### config.mk
export PLATFORM = sky130hd
export DESIGN_NAME = router_input_buffer
export DESIGN_NICKNAME = d
export VERILOG_FILES = /design/src/rtl/router_input_buffer.sv
export SDC_FILE = /design/constraint.sdc
export NUM_CORES = 1
export LEC_CHECK = 0
export ABC_AREA = 1
export CORE_MARGIN = 2
export CORE_UTILIZATION = 45
export CTS_CLUSTER_DIAMETER = 150
export DETAILED_ROUTE_END_ITERATION = 6
export PLACE_DENSITY = 0.71
export SETUP_SLACK_MARGIN = 0.5
export SLEW_MARGIN = 15
export SYNTH_ARGS = -nofsm -noshare
export SYNTH_HDL_FRONTEND = slang
export SYNTH_SLANG_ARGS = --single-unit
### constraint.sdc
create_clock -name clk -period 4.1 [get_ports clk]
set_clock_uncertainty 0.05 [all_clocks]
set_input_delay 1.025 -clock clk [delete_from_list [all_inputs] [get_ports clk]]
set_output_delay 1.025 -clock clk [all_outputs]
set_load 0.02 [all_outputs]
### src/rtl/router_input_buffer.sv
// Router input-port flit FIFO: queues single-flit packets, presents a one-hot
// output-port request for the head flit, pops on a matching grant.
// Optional ROUTER_IB_PKT_COUNT_EN adds pkt_count and a sticky grant_err flag.
module router_input_buffer #(
  parameter int DATA_W = 64,
  parameter int DEPTH  = 4,
  parameter int CNT_W  = 16
) (
  input  logic              clk,
  input  logic              reset,
  input  logic              in_valid,
  output logic              in_ready,
  input  logic [DATA_W-1:0] in_data,
  output logic [3:0]        req,
  input  logic [3:0]        grant,
  output logic [DATA_W-1:0] out_data,
  output logic              empty,
  output logic              full,
`ifdef ROUTER_IB_PKT_COUNT_EN
  output logic [CNT_W-1:0]  pkt_count,
`endif
  output logic              grant_err
);

  localparam int AW    = $clog2(DEPTH);
  localparam int PTR_W = AW + 1;

  logic [DATA_W-1:0] mem [DEPTH];
  logic [PTR_W-1:0]  wr_ptr, rd_ptr;
  logic [1:0]        head_dest;
  logic              push, pop;

  // Extra wrap bit distinguishes full from empty when the low bits match.
  assign empty = (wr_ptr == rd_ptr);
  assign full  = (wr_ptr[AW] != rd_ptr[AW]) && (wr_ptr[AW-1:0] == rd_ptr[AW-1:0]);

  // Ready depends only on registered pointers, so grant never reaches in_ready.
  assign in_ready  = !full;
  assign push      = in_valid && in_ready;
  assign out_data  = mem[rd_ptr[AW-1:0]];
  assign head_dest = out_data[DATA_W-1 -: 2];
  assign pop       = |(grant & req);

  always_comb begin
    req = 4'b0000;
    if (!empty) req[head_dest] = 1'b1;
  end

  // Storage is not reset; the pointers alone define what is valid.
  always_ff @(posedge clk) begin
    if (push) mem[wr_ptr[AW-1:0]] <= in_data;
  end

  always_ff @(posedge clk or posedge reset) begin
    if (reset) begin
      wr_ptr <= '0;
      rd_ptr <= '0;
    end else begin
      if (push) wr_ptr <= wr_ptr + PTR_W'(1);
      if (pop)  rd_ptr <= rd_ptr + PTR_W'(1);
    end
  end

`ifdef ROUTER_IB_PKT_COUNT_EN
  always_ff @(posedge clk or posedge reset) begin
    if (reset) begin
      pkt_count <= '0;
      grant_err <= 1'b0;
    end else begin
      if (pop) pkt_count <= pkt_count + CNT_W'(1);
      if (|(grant & ~req)) grant_err <= 1'b1;
    end
  end
`else
  assign grant_err = 1'b0;
`endif

endmodule
==> flow_metrics.tcl <==
set metrics [dict create \
    status "completed" \
    cts_root_buf "clkbuf_16" \
    design_area_um2 12600 \
    worstMarginPinSlew_ns 0.518 \
    syn-cell-area_um2 10000 \
    detail_route.wl_per_cell_um 18.8 \
    die-area_um2 23500 \
    netlist-cell-type-count 24 \
    finalNetCount 925 \
    critPathCaptureType "output port" \
    setup_violations 0 \
    fin_hold_ws_ns 0.445 \
    grt_max_degree 65 \
    arrival_ns 2.57 \
    hold_viol_final 0 \
    hp-class "reg2reg" \
    rsz0062_at_grt "true" \
    cts_made_buffers 25 \
    p_switching_uw 3640 \
    drtAntennaViolNets 0 \
    switching_share 0.373 \
    clock_power_share 0.207 \
    dr_total_vias 6107 \
    htreeDepth 1 \
    dpl.hpwl_um 12000 \
    yosysWarnings 0 \
    critPathMaxFanout 51 \
    yosysSeqAreaShare 0.783 \
    power_density_nw_per_um2 777 \
    cp-start-kind "register" \
    finish.utilization 0.576 \
    cp.required_ns 3.02 \
    finalWeightedCongestion 0.713 \
    reg2reg_slack_ns 1.53 \
    synth_nets 782 \
    die_width_um 153 \
    p_comb_frac 0.410 \
    synth-main-ff-cell "edfxtp_1" \
    peakVddDrop_v 0.000369 \
    grt_usage 0.180 \
    io_buffers 141 \
    intPower_uw 6130 \
    slowest_delay_ns 0.67 \
    syn_area_per_cell_um2 14.2 \
    wl_um 21600 \
    n_antenna_cell 0 \
    async_flop_share 0.0229 \
    drtIter0Drc 391 \
    relSlewSlack 0.655 \
    dpl-instance-area_um2 11800 \
    grt_first_pass_wirelength_um 33100 \
    drive_above_1_share 0.0879 \
    drc 0 \
    worstPathCellList "buf_8 > o21ai_0 > o22ai_1 > clkdlybuf4s50_1" \
    via_per_inst 5.33 \
    finalMaxSlewViolations 0 \
    fin_crit_ns 3.64 \
    start_util 0.459 \
    crit_slowest_cell "clkdlybuf4s50_1" \
    synth_cells 706 \
    path_clk_slew_ns 0.06 \
    area_delta_synth_final_pct 25.7 \
    synth-seq-cells 262 \
    num_rows 54 \
    cts_tree "built" \
    maxCapViolCount 0 \
    clk_path_buf_depth 3 \
    path_class "reg2out" \
    die_height_um 153 \
    antenna_found_initial 1 \
    synth_edf_count 256 \
    boundaryPins 143 \
    clock-sinks 262 \
    gr-total-overflow 0 \
    period_share 0.888 \
    grt_pass1_vias 6080 \
    first_pass_iters 4 \
    pwr-share-seq 0.383 \
    power.leakage_uw 0.00444 \
    max_freq_ghz 0.275 \
    coreArea_um2 21800 \
    fillers 1695 \
    hold_buffers 0 \
    clkLatencyLatePin_ns 0.50 \
]
-- state kept, by name (all words and copies together) (netlist names) --
register / cells
mem: 256
rd_ptr: 3
wr_ptr: 3
-- logic make-up after synthesis --
logic type / after synthesis / synth area share
DFF: 262 / 0.783
AOI/OAI and AO/OA: 187 / 0.101
and+or+nand+nor: 183 / 0.0787
buffers and inverters: 65 / 0.0280
adders and majority gates: 5 / 0.00625
xor gates and xnor gates: 3 / 0.00262
other: 1 / 0.000375
-- critical path, delay by kind of cell, from the launching register on --
family / cells / cell delay [ns]
compound gates: 2 / 0.44
flops: 1 / 0.59
buf+inv: 2 / 0.98
-- area by class of cell --
class / instances / area (um^2) / share of cell area
Tap cell: 280 / 350 / 0.0278
Clock buffer: 31 / 648 / 0.0515
Multi-Input combinational cell: 379 / 1920 / 0.153
Timing Repair Buffer: 159 / 1660 / 0.132
Clock inverter: 12 / 63.8 / 0.00507
Inverter: 22 / 90.1 / 0.00716
Sequential cell: 262 / 7850 / 0.624
-- repair_timing --
item / in CTS / in global routing
resized for setup: 41 / 17
endpoints found under the setup margin: 68 / 27
cloned: 1 / 0
buffers inserted: 2 / 0
-- power groups by stage --
stage          clock network (uW)  registers, uW  logic, uW
2_1_floorplan                   0           3760       2350
3_3_place_gp                    0           3800       4030
3_5_place_dp                    0           3820       4060
4_1_cts                      2060           3740       4080
5_1_grt                      2160           3790       4340
6_report                     2020           3750       4010
-- synthesized netlist by cell type (5+ instances only) --
library cell	number	area share
buf_2	14	0.0070
clkbuf_1	26	0.0097
dfrtp_1	6	0.015
edfxtp_1	256	0.77
ha_1	5	0.0062
inv_1	19	0.0071
nand2_1	26	0.0097
nand2_2	8	0.0050
nand3_1	7	0.0035
nand3_2	5	0.0050
nor2_1	131	0.049
o21ai_0	124	0.062
o22ai_1	62	0.039
-- placed cells by master, fill, tap and decap left out, drive strengths merged --
cell           synthesis  layout
xor2                   3       3
nand2                 34      34
dfrtp                  6       6
a21oi                  1       1
buf                   17      17
nand3                 13      13
clkbuf                26      31
clkinv                 1      11
conb                   1       1
clkdlybuf4s50          0      95
nor2                 135     135
bufbuf                 0       1
nand4                  1       1
dlygate4sd2            0      32
o22ai                 62      62
o21ai                124     124
clkinvlp               0       1
ha                     5       5
dlymetal6s2s           0      14
edfxtp               256     256
inv                   21      22
-- metrics by stage --
stage | setup TNS (ns) | total power, uW | std cells | setup WS, ns
5_1_grt | 0 | 10300 | 1145 | 0.398
2_1_floorplan | -48.07 | 6110 | 706 | -0.250
3_5_place_dp | 0 | 7880 | 1099 | 0.659
6_report | 0 | 9770 | 1145 | 0.458
4_1_cts | 0 | 9890 | 1145 | 0.485
3_3_place_gp | 0 | 7830 | 1099 | 0.702
-- worst paths after layout --
kind                       startpoint     endpoint  cells after the start
max in group asynchronous       reset    rd_ptr[0]                      2
min reg2reg                 wr_ptr[2]    wr_ptr[2]                      1
max reg2reg                 rd_ptr[1]   mem[3][46]                      7
max                         rd_ptr[0]  out_data[8]                      4
min                         wr_ptr[2]    wr_ptr[2]                      1
min in group asynchronous       reset    rd_ptr[1]                      2
-- metal layers --
metal / GRT usage / up-vias / part of all wire
met2: 0.315 / 175 / 0.51
met4: 0.0507 / 0 / 0.019
met1: 0.233 / 3012 / 0.42
li1: - / 2887 / -
met3: 0.0295 / 33 / 0.052
met5: 0 / - / 0
Power figures use the tool's default switching activity.
